[src/rtl/restador_serie_if.sv]
// Handshake/operand bundle for restador_serie.
// Optional overflow flag V exists only when RESTADOR_OVF_EN is defined.
interface restador_serie_if #(
    parameter int WIDTH = 8
);
    logic             inicio;
    logic [WIDTH-1:0] A;
    logic [WIDTH-1:0] B;
    logic             Bi;
    logic [WIDTH-1:0] D;
    logic             Bo;
    logic             ocupado;
    logic             listo;
`ifdef RESTADOR_OVF_EN
    logic             V;

    modport master (output inicio, A, B, Bi, input D, Bo, ocupado, listo, V);
    modport slave  (input inicio, A, B, Bi, output D, Bo, ocupado, listo, V);
`else
    modport master (output inicio, A, B, Bi, input D, Bo, ocupado, listo);
    modport slave  (input inicio, A, B, Bi, output D, Bo, ocupado, listo);
`endif
endinterface

[src/rtl/restador_serie.sv]
// Bit-serial subtractor D = A - B - Bi, LSB first, one bit per clock.
// Define RESTADOR_OVF_EN to add the signed-overflow flag V.
//
// state | meaning
// IDLE  | waiting for inicio; operands latched on the accepting edge
// RESTA | one result bit per edge, WIDTH edges
// FIN   | listo pulse; back to IDLE on the next edge
module restador_serie #(
    parameter int WIDTH = 8
) (
    input logic            clk,
    input logic            rst_n,
    restador_serie_if.slave bus
);
    localparam int CW = (WIDTH > 1) ? $clog2(WIDTH) : 1;
    localparam logic [CW-1:0] LAST = CW'(WIDTH - 1);

    typedef enum logic [1:0] {IDLE, RESTA, FIN} state_t;

    state_t           state;
    logic [WIDTH-1:0] a_sr;
    logic [WIDTH-1:0] b_sr;
    logic             bw;
    logic [CW-1:0]    cnt;

    logic a_bit, b_bit, d_bit, bw_next;

    assign a_bit   = a_sr[0];
    assign b_bit   = b_sr[0];
    assign d_bit   = a_bit ^ b_bit ^ bw;
    assign bw_next = (~a_bit & b_bit) | (~(a_bit ^ b_bit) & bw);

    // Result bits enter a_sr at the MSB as minuend bits leave at the LSB,
    // so the minuend register doubles as the result shift register.
    always_ff @(posedge clk or negedge rst_n) begin
        if (!rst_n) begin
            state       <= IDLE;
            a_sr        <= '0;
            b_sr        <= '0;
            bw          <= 1'b0;
            cnt         <= '0;
            bus.D       <= '0;
            bus.Bo      <= 1'b0;
            bus.ocupado <= 1'b0;
            bus.listo   <= 1'b0;
`ifdef RESTADOR_OVF_EN
            bus.V       <= 1'b0;
`endif
        end else begin
            case (state)
                IDLE: begin
                    bus.listo <= 1'b0;
                    if (bus.inicio) begin
                        a_sr        <= bus.A;
                        b_sr        <= bus.B;
                        bw          <= bus.Bi;
                        cnt         <= '0;
                        bus.ocupado <= 1'b1;
                        state       <= RESTA;
                    end
                end
                RESTA: begin
                    a_sr <= {d_bit, a_sr[WIDTH-1:1]};
                    b_sr <= {1'b0, b_sr[WIDTH-1:1]};
                    bw   <= bw_next;
                    if (cnt == LAST) begin
                        cnt         <= '0;
                        bus.D       <= {d_bit, a_sr[WIDTH-1:1]};
                        bus.Bo      <= bw_next;
`ifdef RESTADOR_OVF_EN
                        // borrow into the MSB vs borrow out of it
                        bus.V       <= bw ^ bw_next;
`endif
                        bus.ocupado <= 1'b0;
                        bus.listo   <= 1'b1;
                        state       <= FIN;
                    end else begin
                        cnt <= cnt + CW'(1);
                    end
                end
                FIN: begin
                    bus.listo <= 1'b0;
                    state     <= IDLE;
                end
                default: begin
                    bus.listo   <= 1'b0;
                    bus.ocupado <= 1'b0;
                    state       <= IDLE;
                end
            endcase
        end
    end
endmodule

[src/flat_wrapper.sv]
// flat-port wrapper written by rule: the top's interface ports become plain ports
module restador_serie_flat 
#(
    parameter int WIDTH = 8
)
  (clk, rst_n, bus_inicio, bus_A, bus_B, bus_Bi, bus_D, bus_Bo, bus_ocupado, bus_listo);
  restador_serie_if #(.WIDTH(WIDTH)) bus_i ();
  input logic clk;
  input logic rst_n;
  input wire logic [$bits(bus_i.inicio)-1:0] bus_inicio;
  input wire logic [$bits(bus_i.A)-1:0] bus_A;
  input wire logic [$bits(bus_i.B)-1:0] bus_B;
  input wire logic [$bits(bus_i.Bi)-1:0] bus_Bi;
  output wire logic [$bits(bus_i.D)-1:0] bus_D;
  output wire logic [$bits(bus_i.Bo)-1:0] bus_Bo;
  output wire logic [$bits(bus_i.ocupado)-1:0] bus_ocupado;
  output wire logic [$bits(bus_i.listo)-1:0] bus_listo;
  assign bus_i.inicio = bus_inicio;
  assign bus_i.A = bus_A;
  assign bus_i.B = bus_B;
  assign bus_i.Bi = bus_Bi;
  assign bus_D = bus_i.D;
  assign bus_Bo = bus_i.Bo;
  assign bus_ocupado = bus_i.ocupado;
  assign bus_listo = bus_i.listo;
  restador_serie #(.WIDTH(WIDTH)) u_core (.clk(clk), .rst_n(rst_n), .bus(bus_i));
endmodule
[config.mk]
export PLATFORM = sky130hd
export DESIGN_NAME = restador_serie_flat
export DESIGN_NICKNAME = d
export VERILOG_FILES = /design/src/rtl/restador_serie_if.sv /design/src/rtl/restador_serie.sv /design/src/flat_wrapper.sv
export SDC_FILE = /design/constraint.sdc
export NUM_CORES = 1
export LEC_CHECK = 0
export BUFFER_PORTS_ARGS = -buffer_cell sky130_fd_sc_hd__buf_2
export CORE_MARGIN = 1
export CORE_UTILIZATION = 45
export CTS_BUF_LIST = sky130_fd_sc_hd__clkbuf_4
export DETAILED_ROUTE_END_ITERATION = 10
export PLACE_DENSITY = 0.68
export SLEW_MARGIN = 10
export SYNTH_ARGS = -nofsm -noshare
export SYNTH_HDL_FRONTEND = slang
export SYNTH_SLANG_ARGS = --single-unit
[constraint.sdc]
create_clock -name clk -period 1.67 [get_ports clk]
set_input_delay 0.334 -clock clk [delete_from_list [all_inputs] [get_ports clk]]
set_output_delay 0.334 -clock clk [all_outputs]
set_load 0.03 [all_outputs]
Word-level counts from Yosys, hierarchy flattened
Index checks and enable logic that the tools add are counted.
Widths: inputs -> output; s select.
{"block": "word_totals", "ff_bits": 33, "wordCells": 46, "output_inout_bits": 11, "inputBits": 20}
{"block": "op_classes", "muxes": 17, "bitwise": 8, "eq_ne": 5, "reduce_logical": 6, "addsub": 1}
{"operator": "$pmux 8 s2", "count": 2}
{"operator": "$mux 8", "count": 2}
{"operator": "$mux 3", "count": 2}
{"operator": "$pmux 3 s2", "count": 1}
{"operator": "$reduce_and 2->1", "count": 3}
{"operator": "$mux 1", "count": 5}
{"operator": "$mux 2", "count": 2}
{"operator": "$pmux 2 s2", "count": 1}
{"operator": "$add 3x1->3 const B", "count": 1}
{"operator": "$eq 3x3->1 const B", "count": 1}
{"operator": "$not 1->1", "count": 3}
{"operator": "$pmux 1 s3", "count": 1}
{"operator": "$reduce_and 3->1", "count": 1}
{"operator": "$and 1x1->1", "count": 2}
{"operator": "$eq 2x1->1 const B", "count": 1}
{"operator": "$eq 2x2->1 const B", "count": 1}
{"operator": "$logic_not 2->1", "count": 1}
{"operator": "$ne 2x1->1 const B", "count": 1}
{"operator": "$ne 2x2->1 const B", "count": 1}
{"operator": "$pmux 1 s2", "count": 1}
{"operator": "$reduce_bool 2->1", "count": 1}
{"operator": "$xor 1x1->1", "count": 2}
{"operator": "$or 1x1->1", "count": 1}

Longest topological paths before layout
Gate-level depths: netlist of run 1.
{"block": "depth", "ltp_word": 5, "depth_mapped": 6, "depth_no_buf": 5}

Worst setup path after synthesis of run 1
OpenSTA, ideal clock, no wires.
{"block": "synth_path", "path_type": "flip-flop to flip-flop", "from": "register u_core.cnt[0]", "to": "register u_core.bus.D[0]", "arrival_time_ns": 1.340, "path_buffers": 1, "synth_period_minus_slack_ns": 1.464, "setup_ns": 0.125, "setup_slack_ns": 0.206, "required_ns": 1.545, "path_stages_with_launch": 6, "path_cell_list": "dfrtp_1 ha_1 ha_1 nand3b_4 buf_6 mux2_2"}
{"block": "synth_via", "elab_chain_cells": 2}
{"item": "start, declared", "line_no": "restador_serie.sv:24", "source": "logic [CW-1:0] cnt;"}
{"item": "start signal, assigned", "line_no": "restador_serie.sv:78", "source": "cnt <= cnt + CW'(1);"}
{"item": "$eq 3x3->1", "line_no": "restador_serie.sv:66", "source": "if (cnt == LAST) begin"}
{"item": "$reduce_and 2->1 (no line)"}
{"item": "end signal, assigned", "line_no": "restador_serie.sv:68", "source": "bus.D <= {d_bit, a_sr[WIDTH-1:1]};"}
{"item": "end, declared", "line_no": "restador_serie_if.sv:21", "source": "modport slave (input inicio, A, B, Bi, output D, Bo, ocupado, listo);"}
Every way passes these cells.
A chain may end at the register's enable or synchronous reset.

Worst setup path in the final report of run 1
{"block": "layout_path", "from": "register u_core.cnt[0]", "to": "register u_core.bus.D[6]"}
Same word-level chain as after synthesis.

==> qor.csv, run 1 <==
metric,value,unit
worstPathRequired,1.89,ns
cts_tree,done,
multi_input_area,522,um2
grt-busiest-layer,met2,
peakVddDrop,815,uV
cp.arrival,1.74,ns
dr_total_vias,1056,
grt_usage,0.200,
antenna_found_initial,0,
synth.area.top_cells,"dfrtp_1 58%, mux2_2 6.3%, o22ai_1 6.1%, a21oi_1 5.3%, nor2_1 4.5%",
regArea,826,um2
synthFlopType,dfrtp_1,
crit_family,adder cells,
power_density,2000,nW/um2
tightest_slew,0.713,ns
row_count,20,
crit_path_cell_trace,ha_1 > ha_1 > nand3b_4 > mux2_2,
fill_cells,279,
yosysSeqAreaShare,0.578,
grt_pass1_wl,5000,um
drive_gt1_frac,0.335,
syn_inst,122,
syn-num-nets,145,
cts_sinks,33,
synthMuxAreaShare,0.0631,
ys_seq_elements,33,
yosys.area.top_type,dfrtp_1,
drt_pass1_iterations,4,
final.setup.tns,0,ns
synth_top_family_by_area,compound AO/OA/AOI/OAI gates,
synth_compound_area_frac,0.181,
grt_pass1_vias,1100,
dp_slack,0.170,ns
synth.cells.most_frequent,"33 x dfrtp_1, 17 x nor2_1, 15 x a21oi_1",
syn_avg_cell_area,11.7,um2
maxSlewViolCount,0,
routedWlPerCell,14.4,um
period_share,0.907,
critPathMaxFanout,11,
die_y,58.3,um
worst-path-buf-inv,0,
pin_count,31,
stdcell_count,199,
synth_top_cell_area_share,0.578,
synth_warnings,0,
fin_crit,1.52,ns
area_growth,15.6,%
port_buffers,30,
drc_errors,0,
start_util,0.471,
final-setup-viol-count,0,
die_w,58.3,um
drtAntennaViolNets,0,
globalRouteMet3Util,0.0527,
slowest_delay,0.41,ns
fin_nets,177,
core-area,3030,um2
cts-root-buf,clkbuf_4,
cts_buffer_depth,2,
place_inst,191,
hold_class,in -> async,
synth_xor_area_frac,0,
synth_most_common_cell,dfrtp_1,
crit_slowest_cell,dfrtp_1,
gp_congestion,0.742,
wirelength,2860,um
synthAdderAreaFrac,0.0316,
vias_per_cell,5.31,
syn_area,1430,um2
cts-buffers-inserted,5,
cts_hold_buffers,0,
outcome,"finished, final reports clean",
crit_type,reg -> reg,
hold_violations,0,
cpMostUsedCell,ha_1,
drt-initial-drc-count,40,
timing.fmax,660,MHz
yosysUniqueCellTypes,28,
slew_headroom,0.525,
cap_violations,0,
clkTransAtPathRegs,0.10,ns
post_cts_resized,0,
clock_latency,0.34,ns
met1_usage,0.256,
rsz0062_at_grt,false,
cts.htree.levels,2,
grt_max_degree,34,
synth-simple-area-share,0.0903,
worst_slack,0.155,ns
synth_edf_count,0,
die_area,3400,um2
grt_use_met2,0.302,
n_antenna_cell,0,
overflow,0,
worst_setup_path_end_kind,flip-flop,
synthArstFlopShare,1.00,
skew,0.00796,ns
worst_setup_path_start_kind,flip-flop,
postCtsSetupRepairBufs,0,
p_leak,0.771,nW
per-stage QoR:
step	cell area [um2]	total power, mW	utilization	hold slack, ns
6_report	1650	3.30	0.545	0.0381
5_1_grt	1650	3.54	0.545	0.0873
4_1_cts	1650	3.33	0.545	0.0657
3_5_place_dp	1590	2.85	0.525	0.436
3_3_place_gp	1590	2.77	0.525	0.425
2_1_floorplan	1430	2.48	-	0.0384
area by class of cell:
class                   instances  share of cell area
inverters                       6              0.0136
clock buffers                   8              0.0364
multi-input cells              76               0.316
flip-flops and latches         33               0.500
well taps                      44              0.0334
repair buffers                 32               0.100
state kept, by name (all words and copies together) (netlist names):
name	count
u_core.a_sr	8
u_core.b_sr	8
u_core.bus.Bo	1
u_core.bus.D	8
u_core.bus.listo	1
u_core.bus.ocupado	1
u_core.bw	1
u_core.cnt	3
u_core.state	2
kinds of logic (layout without fill, tap and decap cells):
| logic type | after synthesis | in the layout |
|---|---|---|
| simple gates | 25 | 25 |
| compound gates | 40 | 40 |
| buf+inv | 13 | 46 |
| flops | 33 | 33 |
| fa+ha+maj | 3 | 3 |
| mux | 8 | 8 |
power by group:
part	leakage (nW)	switching, mW	internal [mW]
sequential	0.384	0.255	1.18
combinational	0.350	0.802	0.594
clock	0.0368	0.258	0.216
total	0.771	1.31	1.99
layout by cell type (no fill, tap or decap), types with 2 or more instances in the layout:
cell,synthesis,layout
nand2_1,3,3
a32o_1,2,2
mux2_2,8,8
buf_2,1,30
inv_1,6,6
clkbuf_4,0,8
ha_1,2,2
nor2_1,17,17
a21oi_1,15,15
o22ai_1,14,14
buf_4,2,2
dfrtp_1,33,33
per-layer routing:
metal | up-vias | part of all wire
met4 | 0 | 0.018
met2 | 23 | 0.49
met3 | 5 | 0.043
li1 | 504 | -
met5 | - | 0
met1 | 524 | 0.45
final timing paths:
check	startpoint	endpoint	slack [ns]	cells after the start
worst min-delay path	rst_n	u_core.bus.listo	0.04	1
worst max-delay path	u_core.cnt[0]	u_core.bus.D[6]	0.15	4
max in group asynchronous	rst_n	u_core.a_sr[5]	1.18	1
min in group clk	bus_B[7]	u_core.b_sr[7]	0.24	2
worst min register to register	u_core.bus.Bo	u_core.bus.Bo	0.50	2
worst max register to register	u_core.cnt[0]	u_core.bus.D[6]	0.15	4
Power figures use the tool's default switching activity.
==> run 2: changes to the inputs <==
ABC_AREA = 1   (was unset)
PLACE_DENSITY = 0.67   (was 0.68)
RECOVER_POWER = 100   (was unset)
==> run 2 against run 1 <==
  * Critical path type unchanged
  * Synthesized cell count increased by 64%
  * Global-route usage fell by 0.90 points
  * Largest power group is now combinational logic
  * Critical endpoint is now u_core.cnt[1]
  * Wire length increased by 6.1%
  * Area after synthesis up 13%
==> qor.csv, run 2 <==
metric,value,unit,change
outcome,"finished, final reports clean",,
crit_end,u_core.cnt[1],,
stdcell_count,280,,+41%
cap_violations,0,,unchanged
critPathMaxFanout,16,,+5
vias_per_cell,4.62,,-13%
slew_headroom,0.392,,-0.133
largestRegisters,"u_core.a_sr: 8 flops, u_core.b_sr: 8 flops, u_core.bus.D: 8 flops",,
clock_latency,0.33,ns,about the same
synth.cells.most_frequent,"65 x nand2_1, 35 x nand3_1, 33 x dfrtp_1",,
synth_most_common_cell,nand2_1,,
pin_count,31,,unchanged
r2r_cells,5,,+1
synthMuxAreaShare,0,,-0.0631
row_count,21,,+5.0%
synth-simple-area-share,0.313,,+0.223
drt_pass1_iterations,4,,unchanged
p_leak,1.03,nW,+34%
synthArstFlopShare,1.00,,unchanged
cts-buffers-inserted,5,,unchanged
syn_inst,200,,+64%
synth_compound_area_frac,0.0288,,-0.152
drt-initial-drc-count,103,,+160%
skew,0.00915,ns,+0.00119 ns
ys_seq_elements,33,,unchanged
r2r_end,u_core.cnt[1],,
period_share,0.858,,-0.0492
syn-num-nets,223,,+54%
final_common_cell,nand2_1,,
drive_gt1_frac,0.150,,-0.186
dr_total_vias,1293,,+22%
r2r_slack,0.24,ns,+0.08 ns
synth_xor_area_frac,0,,unchanged
worst_setup_path_end_kind,flip-flop,,
yosysUniqueCellTypes,19,,-32%
synthAdderAreaFrac,0.0280,,-0.00356
die_w,61.8,um,+5.9%
grt_max_degree,19,,-44%
hold_class,in -> reg,,
grt_pass1_vias,1094,,-0.55%
power_density,1870,nW/um2,-6.7%
critPathLaunch,u_core.state[0],,
start_util,0.475,,+0.00323
worstPathRequired,1.88,ns,about the same
cts_sinks,33,,unchanged
die_y,61.8,um,+5.9%
yosys.area.top_type,dfrtp_1,,
rsz0062_at_grt,false,,
tightest_slew,0.912,ns,+0.199 ns
die_area,3820,um2,+12%
n_antenna_cell,0,,unchanged
drtAntennaViolNets,0,,unchanged
routedWlPerCell,10.8,um,-25%
syn_area,1610,um2,+13%
final_util,0.541,,-0.00388
synth_warnings,0,,unchanged
synth.area.top_cells,"dfrtp_1 51%, nand2_1 15%, nand3_1 11%, inv_1 7.0%, nor2_1 2.1%",,
grt_pass1_wl,5060,um,+1.2%
syn_avg_cell_area,8.05,um2,-31%
synth_top_family_by_area,simple AND/OR/NAND/NOR gates,,
overflow,0,,unchanged
antenna_found_initial,0,,unchanged
cts-root-buf,clkbuf_4,,
hold_violations,0,,unchanged
hpwl,2170,um,
postCtsSetupRepairBufs,0,,unchanged
place_inst,272,,+42%
final.setup.tns,0,ns,unchanged
synthFlopType,dfrtp_1,,
reg2reg_from,u_core.state[0],,
synth_edf_count,0,,unchanged
cts.htree.levels,2,,unchanged
yosysSeqAreaShare,0.513,,-0.0652
gp_congestion,0.779,,+5.1%
synth_top_cell_area_share,0.513,,-0.0652
clkTransAtPathRegs,0.09,ns,about the same
area_growth,14.0,%,
worst_setup_path_start_kind,flip-flop,,
maxSlewViolCount,0,,unchanged
grt_usage,0.191,,-0.00899
cts_tree,done,,
peakVddDrop,639,uV,-22%
fin_crit,1.43,ns,-0.0822 ns
core-area,3390,um2,+12%
wirelength,3030,um,+6.1%
crit_type,reg -> reg,,
fin_nets,257,,+45%
cts_buffer_depth,2,,unchanged
timing.fmax,698,MHz,+5.7%
layout_common_cells,"65 x nand2_1, 35 x nand3_1, 33 x dfrtp_1",,
port_buffers,30,,unchanged
drc_errors,0,,unchanged
final-setup-viol-count,0,,unchanged
cp.arrival,1.65,ns,-0.09 ns
-- run 2: cell count changes in the layout (fill, tap and decap cells not counted), moves of 3 or more --
cell	delta
buf_2	-12
nor2_1	-8
nand2_1	+62
o22ai_1	-13
o21ai_0	+4
a21oi_1	-15
nand3_1	+35
mux2_2	-8
inv_1	+25
o21ai_1	+3
clkbuf_1	+12
-- run 2: routing by layer --
| layer | wire (um) | global-route usage |
|---|---|---|
| met5 | 0 | 0 |
| met4 | 55 | 0.0762 |
| met2 | 1440 | 0.286 |
| met1 | 1450 | 0.254 |
| met3 | 89 | 0.0683 |
-- run 2: cell type report --
class / count / area (um2)
Clock buffer: 6 / 45.0
Timing Repair Buffer: 35 / 185
Inverter: 33 / 126
Clock inverter: 1 / 3.75
Sequential cell: 33 / 826
Fill cell: 349 / 1560
Tap cell: 46 / 57.6
Multi-Input combinational cell: 126 / 591
-- run 2: how the worst min path moves through the flow --
stage                         from        endpoint  cells past startpoint
after floorplan              rst_n  u_core.a_sr[0]                      0
after global placement       rst_n   u_core.cnt[2]                      1
after detailed placement     rst_n   u_core.cnt[1]                      1
after CTS                 bus_B[7]  u_core.b_sr[7]                      3
after global routing      bus_B[7]  u_core.b_sr[7]                      3
final                     bus_B[7]  u_core.b_sr[7]                      3
-- run 2: cells by family after synthesis --
group,Yosys count
compound gates,9
fa+ha+maj,3
simple gates,114
flops,33
buf+inv,41
-- run 2: critical path, cell delays in order (launching register included) --
cell and delay [ns]:
dfrtp_1 0.57, nand2_4 0.16, nand2_2 0.30, inv_4 0.15, nand2_1 0.08, nand2_1 0.06
-- run 2: metrics by stage --
| step | hold slack (ns) | cell area, um2 | power (mW) | setup WS, ns |
|---|---|---|---|---|
| detailed placement | 0.279 | 1800 | 3.11 | 0.238 |
| floorplan | 0.0384 | 1610 | 2.71 | 0.447 |
| global placement | 0.282 | 1800 | 3.06 | 0.290 |
| finish | 0.226 | 1830 | 3.43 | 0.237 |
| global route | 0.232 | 1830 | 3.79 | 0.0851 |
| CTS | 0.219 | 1860 | 3.54 | 0.220 |
-- run 2: repair_timing --
action                                 4_1_cts  5_1_grt
resized for setup                            0        0
endpoints found under the hold margin       15        0
setup endpoints to repair                    0        0
hold buffers                                 1        0
-- run 2: power breakdown --
group	leakage (nW)	switching, mW	internal, mW	total, mW
combinational	0.605	1.04	0.536	1.57
sequential	0.400	0.243	1.19	1.43
clock	0.0292	0.253	0.169	0.422
total	1.03	1.54	1.89	3.43
==> run 3: changes to the inputs <==
--- a/constraint.sdc
+++ b/constraint.sdc
@@ -3,2 +3,2 @@
 set_output_delay 0.334 -clock clk [all_outputs]
-set_load 0.03 [all_outputs]
+set_load 0.05 [all_outputs]
==> run 3 against run 2 <==
  * Wire length decreased by 0.20%
  * Clock skew about the same
  * Combinational power increased by 13%
  * Maximum frequency decreased by 4.5%
  * Flip-flop and latch count unchanged
  * Sequential power about the same
==> qor.csv, run 3 (synthesis results as in run 2) <==
metric,value,unit,change
cts_sinks,33,,unchanged
top_layer,met4,,
die_y,61.8,um,unchanged
clkTransAtPathRegs,0.10,ns,about the same
fin_nets,257,,unchanged
antenna_found_initial,0,,unchanged
r2r_end,u_core.cnt[1],,
layout_common_cells,"65 x nand2_1, 35 x nand3_1, 33 x dfrtp_1",,
postCtsSetupRepairBufs,0,,unchanged
grt_max_degree,19,,unchanged
vias_per_cell,4.61,,about the same
cts.htree.levels,2,,unchanged
wirelength_met1,1440,um,-0.28%
skew,0.00914,ns,-0.0000112 ns
crit_path_cell_trace,clkbuf_1,,
holdPathStages,3,,unchanged
tightest_slew,0.912,ns,unchanged
hpwl,2170,um,unchanged
final_common_cell,nand2_1,,
drtAntennaViolNets,0,,unchanged
cts_buffer_depth,2,,unchanged
pwr-share-seq,0.394,,-0.023
reg2reg_from,u_core.state[0],,
port_buffers,30,,unchanged
drt-initial-drc-count,104,,+0.97%
r2r_cells,5,,unchanged
wl_met2,1440,um,-0.35%
cp.arrival,1.17,ns,-0.48 ns
maxSlewViolCount,0,,unchanged
area_growth,14.2,%,
start_util,0.475,,unchanged
place_area,1800,um2,unchanged
crit_end,bus_D[1],,
drt_pass1_iterations,4,,unchanged
critPathMaxFanout,2,,-14
crit_slowest_cell,clkbuf_1,,
n_antenna_cell,0,,unchanged
post_cts_resized,0,,unchanged
hold_violations,0,,unchanged
hold_class,in -> reg,,
fin_crit,1.50,ns,+0.0668 ns
worstPathRequired,1.34,ns,-0.54 ns
switching_share,0.477,,+0.0285
grt_pass1_vias,1094,,unchanged
power_density,1970,nW/um2,+5.7%
final-setup-viol-count,0,,unchanged
timing.fmax,667,MHz,-4.5%
drive_gt1_frac,0.162,,+0.0128
worst-path-buf-inv,1,,unchanged
worst_setup_path_start_kind,flip-flop,,
final.setup.tns,0,ns,unchanged
crit_family,buffers and inverters,,
gp_congestion,0.779,,unchanged
critPathLaunch,u_core.bus.D[1],,
clock_latency,0.33,ns,about the same
rsz0062_at_grt,false,,
cts_hold_buffers,1,,unchanged
pin_count,31,,unchanged
core-area,3390,um2,unchanged
grt_usage,0.191,,unchanged
overflow,0,,unchanged
cp_num_cells,1,,-4
r2r_slack,0.24,ns,about the same
worst_setup_path_end_kind,primary output,,
pwr-share-comb,0.490,,+0.030
p_leak,1.04,nW,+0.92%
slew_headroom,0.392,,unchanged
period_share,0.898,,+0.0400
outcome,"finished, final reports clean",,
cts_tree,done,,
intPower,1.90,mW,+0.43%
cap_violations,0,,unchanged
die_w,61.8,um,unchanged
wirelength,3030,um,-0.20%
die_area,3820,um2,unchanged
cts-buffers-inserted,5,,unchanged
row_count,21,,unchanged
cts-root-buf,clkbuf_4,,
power_switching,1.73,mW,+13%
drc_errors,0,,unchanged
peakVddDrop,651,uV,+1.9%
slowest_delay,0.47,ns,-0.10 ns
pwr-share-clk,0.116,,-0.007
routed-wl-met3,91,um,+2.2%
crit_type,reg -> out,,
grt_pass1_wl,5060,um,unchanged
dr_total_vias,1292,,-0.077%
largestRegisters,"u_core.a_sr: 8 flops, u_core.b_sr: 8 flops, u_core.bus.D: 8 flops",,
routedWlPerCell,10.8,um,-0.20%
fin_area,1840,um2,+0.20%
==> run 3: cell types whose count changed in the layout (fill, tap and decap cells not counted) <==
cell      before  now
clkbuf_1      12    9
clkbuf_2       1    4
==> run 3: power by group through the flow <==
stage | Sequential [mW] | Combinational (mW) | Clock [mW]
after floorplan | 1.81 | 1.09 | 0
after global placement | 1.44 | 1.82 | 0
after detailed placement | 1.44 | 1.86 | 0
after CTS | 1.43 | 1.86 | 0.438
after global routing | 1.48 | 2.04 | 0.475
final | 1.43 | 1.78 | 0.422
==> run 3: area by class of cell <==
| class | instances | area [um2] |
|---|---|---|
| fill | 349 | 1550 |
| sequential | 33 | 826 |
| multi-input combinational | 126 | 591 |
| timing repair buffer | 35 | 189 |
| inverter | 33 | 126 |
| tap | 46 | 57.6 |
| clock buffer | 6 | 45.0 |
| clock inverter | 1 | 3.75 |
==> run 3: how the worst min path moves through the flow <==
stage	start	to	slack, ns
2_1_floorplan	rst_n	u_core.a_sr[0]	0.04
3_3_place_gp	rst_n	u_core.cnt[2]	0.28
3_5_place_dp	rst_n	u_core.cnt[1]	0.28
4_1_cts	bus_B[7]	u_core.b_sr[7]	0.22
5_1_grt	bus_B[7]	u_core.b_sr[7]	0.23
6_report	bus_B[7]	u_core.b_sr[7]	0.23
==> run 3: routing by layer <==
layer / up-vias / GRT usage
li1: 685 / -
met1: 579 / 0.254
met2: 23 / 0.286
met3: 5 / 0.0683
met4: 0 / 0.0762
met5: - / 0
==> run 3: through the flow <==
stage	setup WS (ns)	total power, mW	cells	util	hold WS (ns)
final	0.170	3.63	280	0.542	0.226
after global routing	0.0851	4.00	280	0.542	0.232
after CTS	0.220	3.73	280	0.548	0.219
after detailed placement	0.238	3.30	272	0.530	0.279
after global placement	0.290	3.26	272	0.530	0.282
after floorplan	0.439	2.90	200	-	0.0384
